## src/rtl/uart_tx_fifo.sv

```systemverilog
// Byte-buffered 8N1 UART transmitter: a small FIFO feeds a START/DATA/STOP
// serialiser, and back-to-back frames follow each other with no idle gap.
module uart_tx_fifo #(
    parameter int CLKS_PER_BIT = 434,
    parameter int FIFO_DEPTH   = 4
) (
    input  logic       clk,
    input  logic       rst_n,
    input  logic [7:0] data_in,
    input  logic       data_valid,
    output logic       ready,
    output logic       tx,
    output logic       busy,
    output logic       overflow
);

    localparam int PTR_W = (FIFO_DEPTH > 1) ? $clog2(FIFO_DEPTH) : 1;
    localparam int CNT_W = $clog2(FIFO_DEPTH + 1);
    localparam int TMR_W = 16;
    localparam logic [CNT_W-1:0] FULL_CNT = CNT_W'(FIFO_DEPTH);
    localparam logic [TMR_W-1:0] TMR_LAST = TMR_W'(CLKS_PER_BIT - 1);

    typedef enum logic [1:0] {
        S_IDLE,
        S_START,
        S_DATA,
        S_STOP
    } state_t;

    state_t           state;
    logic [7:0]       mem [FIFO_DEPTH];
    logic [PTR_W-1:0] wr_ptr;
    logic [PTR_W-1:0] rd_ptr;
    logic [CNT_W-1:0] count;
    logic [7:0]       shift;
    logic [TMR_W-1:0] timer;
    logic [2:0]       bit_idx;
    logic             push;
    logic             pop;
    logic             bit_end;
    logic             fifo_empty;

    assign fifo_empty = (count == '0);
    assign ready      = (count != FULL_CNT);
    assign push       = data_valid && ready;
    assign bit_end    = (timer == TMR_LAST);
    // Pop only when the serialiser is about to load a new byte.
    assign pop        = !fifo_empty &&
                        ((state == S_IDLE) || (state == S_STOP && bit_end));
    assign busy       = (state != S_IDLE) || !fifo_empty;

    always_ff @(posedge clk) begin
        if (push) begin
            mem[wr_ptr] <= data_in;
        end
    end

    always_ff @(posedge clk or negedge rst_n) begin
        if (!rst_n) begin
            wr_ptr   <= '0;
            rd_ptr   <= '0;
            count    <= '0;
            overflow <= 1'b0;
        end else begin
            if (push) begin
                wr_ptr <= wr_ptr + 1'b1;
            end
            if (pop) begin
                rd_ptr <= rd_ptr + 1'b1;
            end
            if (push && !pop) begin
                count <= count + 1'b1;
            end else if (pop && !push) begin
                count <= count - 1'b1;
            end
            if (data_valid && !ready) begin
                overflow <= 1'b1;
            end
        end
    end

    // tx is registered and updated together with the state it belongs to.
    always_ff @(posedge clk or negedge rst_n) begin
        if (!rst_n) begin
            state   <= S_IDLE;
            tx      <= 1'b1;
            shift   <= '0;
            timer   <= '0;
            bit_idx <= '0;
        end else begin
            case (state)
                S_IDLE: begin
                    tx    <= 1'b1;
                    timer <= '0;
                    if (pop) begin
                        shift <= mem[rd_ptr];
                        state <= S_START;
                        tx    <= 1'b0;
                    end
                end
                S_START: begin
                    if (bit_end) begin
                        timer   <= '0;
                        bit_idx <= '0;
                        tx      <= shift[0];
                        state   <= S_DATA;
                    end else begin
                        timer <= timer + 1'b1;
                    end
                end
                S_DATA: begin
                    if (bit_end) begin
                        timer <= '0;
                        shift <= shift >> 1;
                        if (bit_idx == 3'd7) begin
                            tx    <= 1'b1;
                            state <= S_STOP;
                        end else begin
                            bit_idx <= bit_idx + 1'b1;
                            tx      <= shift[1];
                        end
                    end else begin
                        timer <= timer + 1'b1;
                    end
                end
                S_STOP: begin
                    if (bit_end) begin
                        timer <= '0;
                        if (pop) begin
                            shift <= mem[rd_ptr];
                            tx    <= 1'b0;
                            state <= S_START;
                        end else begin
                            tx    <= 1'b1;
                            state <= S_IDLE;
                        end
                    end else begin
                        timer <= timer + 1'b1;
                    end
                end
                default: begin
                    tx    <= 1'b1;
                    state <= S_IDLE;
                end
            endcase
        end
    end

endmodule

```

## config.mk

```make
export PLATFORM = sky130hd
export DESIGN_NAME = uart_tx_fifo
export DESIGN_NICKNAME = d
export VERILOG_FILES = /design/src/rtl/uart_tx_fifo.sv
export SDC_FILE = /design/constraint.sdc
export NUM_CORES = 1
export LEC_CHECK = 0
export ABC_CLOCK_PERIOD_IN_PS = 3600
export CAP_MARGIN = 20
export CELL_PAD_IN_SITES_DETAIL_PLACEMENT = 1
export CELL_PAD_IN_SITES_GLOBAL_PLACEMENT = 1
export CORE_MARGIN = 1
export CORE_UTILIZATION = 49
export CTS_CLUSTER_DIAMETER = 30
export DETAILED_ROUTE_END_ITERATION = 10
export PLACE_DENSITY_LB_ADDON = 0.1
export REMOVE_ABC_BUFFERS = 1
export SLEW_MARGIN = 20
export SYNTH_ARGS = -nofsm -noshare
export SYNTH_HDL_FRONTEND = slang
export SYNTH_SLANG_ARGS = --single-unit
```

## constraint.sdc

```tcl
create_clock -name clk -period 3.6 [get_ports clk]
set_input_delay 0.36 -clock clk [delete_from_list [all_inputs] [get_ports clk]]
set_output_delay 0.36 -clock clk [all_outputs]
set_load 0.03 [all_outputs]
```

==> impl_metrics.ini <==
[logic_synthesis]
ys_top_cells_by_area = edfxtp_1 (29%), dfrtp_1 (27%), ha_1 (5.6%)
ys_seq_area_share_pct = 56.8
yosysWarnings = 0
yosysTopAreaCell = edfxtp_1
yosys_register_bits = 70
syn_area_per_cell_um2 = 12.4
synth_area_um2 = 3370
synthArstFlopShare_pct = 54.3
ys.flop_type = dfrtp_1
yosysTopAreaCellShare_pct = 28.5
synthCells = 271
yosysUniqueCellTypes = 44
synth_edf_count = 32

[timing]
rsz0062_at_grt = false
drv_slew = 0
setup_viol = 0
post-route-min-period_ns = 2.73
tns_ns = 0
hold_ws_ns = 0.121
relSlewSlack_pct = 40.8
clock.fmax_ghz = 0.366
finalCritPeriodShare_pct = 75.8
hold_violations = 0
worst_slew_pin_slew_ns = 0.888
fin_skew_ns = 0.00591

[layout]
fin_nets = 311
area_growth_pct = 9.92
num_antenna_cells = 0
drive_above_1_share_pct = 13.9
final_util_pct = 57.0

[clock_network]
clk_latency_ns = 0.35
htree_num_levels = 3
clockBufferDepth = 2
tritoncts = done
cts-buffers-inserted = 9
cts_repair_resize_count = 0
cts_root_buf = clkbuf_8
cts_hold_buffers = 0
clock-sinks = 70
postCtsSetupBuffers = 0
clkTransAtPathRegs_ns = 0.07

[critical_path]
reg2reg_depth = 11
arrival_ns = 2.96
endpoint_kind = flop
cp-endpoint = count[1]
cp-startpoint = timer[1]
startpoint_type = flop
worstSetupPathType = flop to flop
r2r_end = count[1]
r2r_slack_ns = 0.87
critPathMaxFanout = 14
cp_data_required_time_ns = 3.83
r2r-start = timer[1]

[placement]
place_congestion = 0.740
port_buffers = 14
hpwl_um = 4570

[status]
status = finished, final reports clean

[global_route]
grt_overflow = 0
antenna_found_initial = 0
grt_pass1_wl_um = 11400
grt_usage_pct = 21.2
grt_pass1_vias = 2240
grt_max_degree = 39

[floorplan]
die_w_um = 84.9
core_area_um2 = 6490
rows = 29
die_area_um2 = 7210
ios = 15
die_y_um = 84.9
initial_utilization_pct = 51.9

[drt]
drc_errors = 0
via_per_inst = 5.82
dr.pass1.iters = 4
vias = 2124
routed_wl_um = 6570
first_iter_violations = 156
wl_per_cell_um = 18.0
ant_nets = 0

[power]
p_leak_nw = 1.44
max-vdd-ir-drop_uv = 412
power_density_nw_per_um2 = 496

[run]
cap_violations = 0

[min_path]
hold_path_class = input port to asynchronous set/reset pin
## cell families (layout without fill, tap and decap cells)
| kind of cell | count (synthesis) | count (layout) | share of synthesized area, % |
|---|---|---|---|
| multiplexers | 14 | 14 | 7.32 |
| flip-flops | 70 | 70 | 56.8 |
| adder cells (fa/ha/maj) | 16 | 16 | 6.17 |
| AO/OA/AOI/OAI | 36 | 36 | 7.58 |
| XOR/XNOR | 18 | 18 | 4.68 |
| AND/OR/NAND/NOR | 93 | 93 | 14.2 |
| buffers and inverters | 24 | 41 | 3.23 |
## stage by stage
| stage | power (mW) | area [µm²] | setup WS, ns | instances |
|---|---|---|---|---|
| floorplan | 1.19 | 3300 | 0.958 | 258 |
| global placement | 1.29 | 3540 | 0.933 | 350 |
| detailed placement | 1.31 | 3540 | 0.856 | 350 |
| CTS | 1.86 | 3700 | 0.837 | 365 |
| global route | 1.94 | 3700 | 0.661 | 365 |
| finish | 1.84 | 3700 | 0.871 | 365 |
## layer usage
layer	share of wire, %	routed length, µm	global-route usage, %	vias up
li1	-	-	-	1009
met1	50	3320	31.1	1070
met2	44	2920	30.1	34
met3	3.1	204	4.18	11
met4	1.9	128	10.9	0
met5	0	0	0	-
## cell usage after synthesis (all sizes together), types with 5 or more instances
cell    number
o21ai       14
mux4         8
nand3        8
dfrtp       37
clkbuf       6
xor2         9
nor2        32
buf          7
nand4        5
nand2       15
ha          15
mux2         5
a21oi        5
edfxtp      32
nor3        10
o221a        6
and3         5
xnor2        9
inv         11
## layout by cell type, fill, tap and decap left out, drive strengths merged, types with 6 or more instances in the layout
| master | n |
|---|---|
| nor3 | 10 |
| nand3 | 8 |
| xnor2 | 9 |
| mux4 | 8 |
| o21ai | 14 |
| inv | 12 |
| clkbuf | 9 |
| clkdlybuf4s50 | 13 |
| dfrtp | 37 |
| o221a | 6 |
| edfxtp | 32 |
| ha | 15 |
| nor2 | 32 |
| nand2 | 15 |
| xor2 | 9 |
## where the power goes
part	internal (mW)	leakage, nW	total (mW)	switching (mW)
clock network	0.244	0.0813	0.548	0.304
logic	0.118	0.595	0.282	0.164
registers	0.951	0.766	1.01	0.0561
total	1.31	1.44	1.84	0.524
## cell type report
| class | count | area, µm² |
|---|---|---|
| Inverter | 11 | 41.3 |
| Multi-Input combinational cell | 177 | 1350 |
| Sequential cell | 70 | 1910 |
| Clock buffer | 9 | 124 |
| Fill cell | 658 | 2790 |
| Clock inverter | 6 | 38.8 |
| Tap cell | 77 | 96.3 |
| Timing Repair Buffer | 15 | 143 |
## worst min-delay path by stage
stage | startpoint | cells past startpoint | endpoint
floorplan | rst_n | 0 | bit_idx[0]
global placement | overflow | 1 | overflow
detailed placement | overflow | 1 | overflow
CTS | rst_n | 1 | shift[3]
global route | rst_n | 1 | shift[1]
finish | rst_n | 1 | bit_idx[2]
## critical path, stage by stage, from the launching register on
cell     delay (ns)
dfrtp_1        0.41
inv_1          0.07
ha_1           0.15
nor4b_4        0.20
and4_1         0.20
buf_4          0.19
a21oi_1        0.11
or2_2          0.33
ha_1           0.21
inv_1          0.07
fa_1           0.40
mux2_2         0.27
## flip-flops by register name, summed over array words and instances (netlist names)
register  cells
count         3
mem          32
wr_ptr        2
bit_idx       3
overflow      1
rd_ptr        2
tx            1
timer        16
shift         8
state         2
No activity file was read; power rests on OpenSTA's default activity.
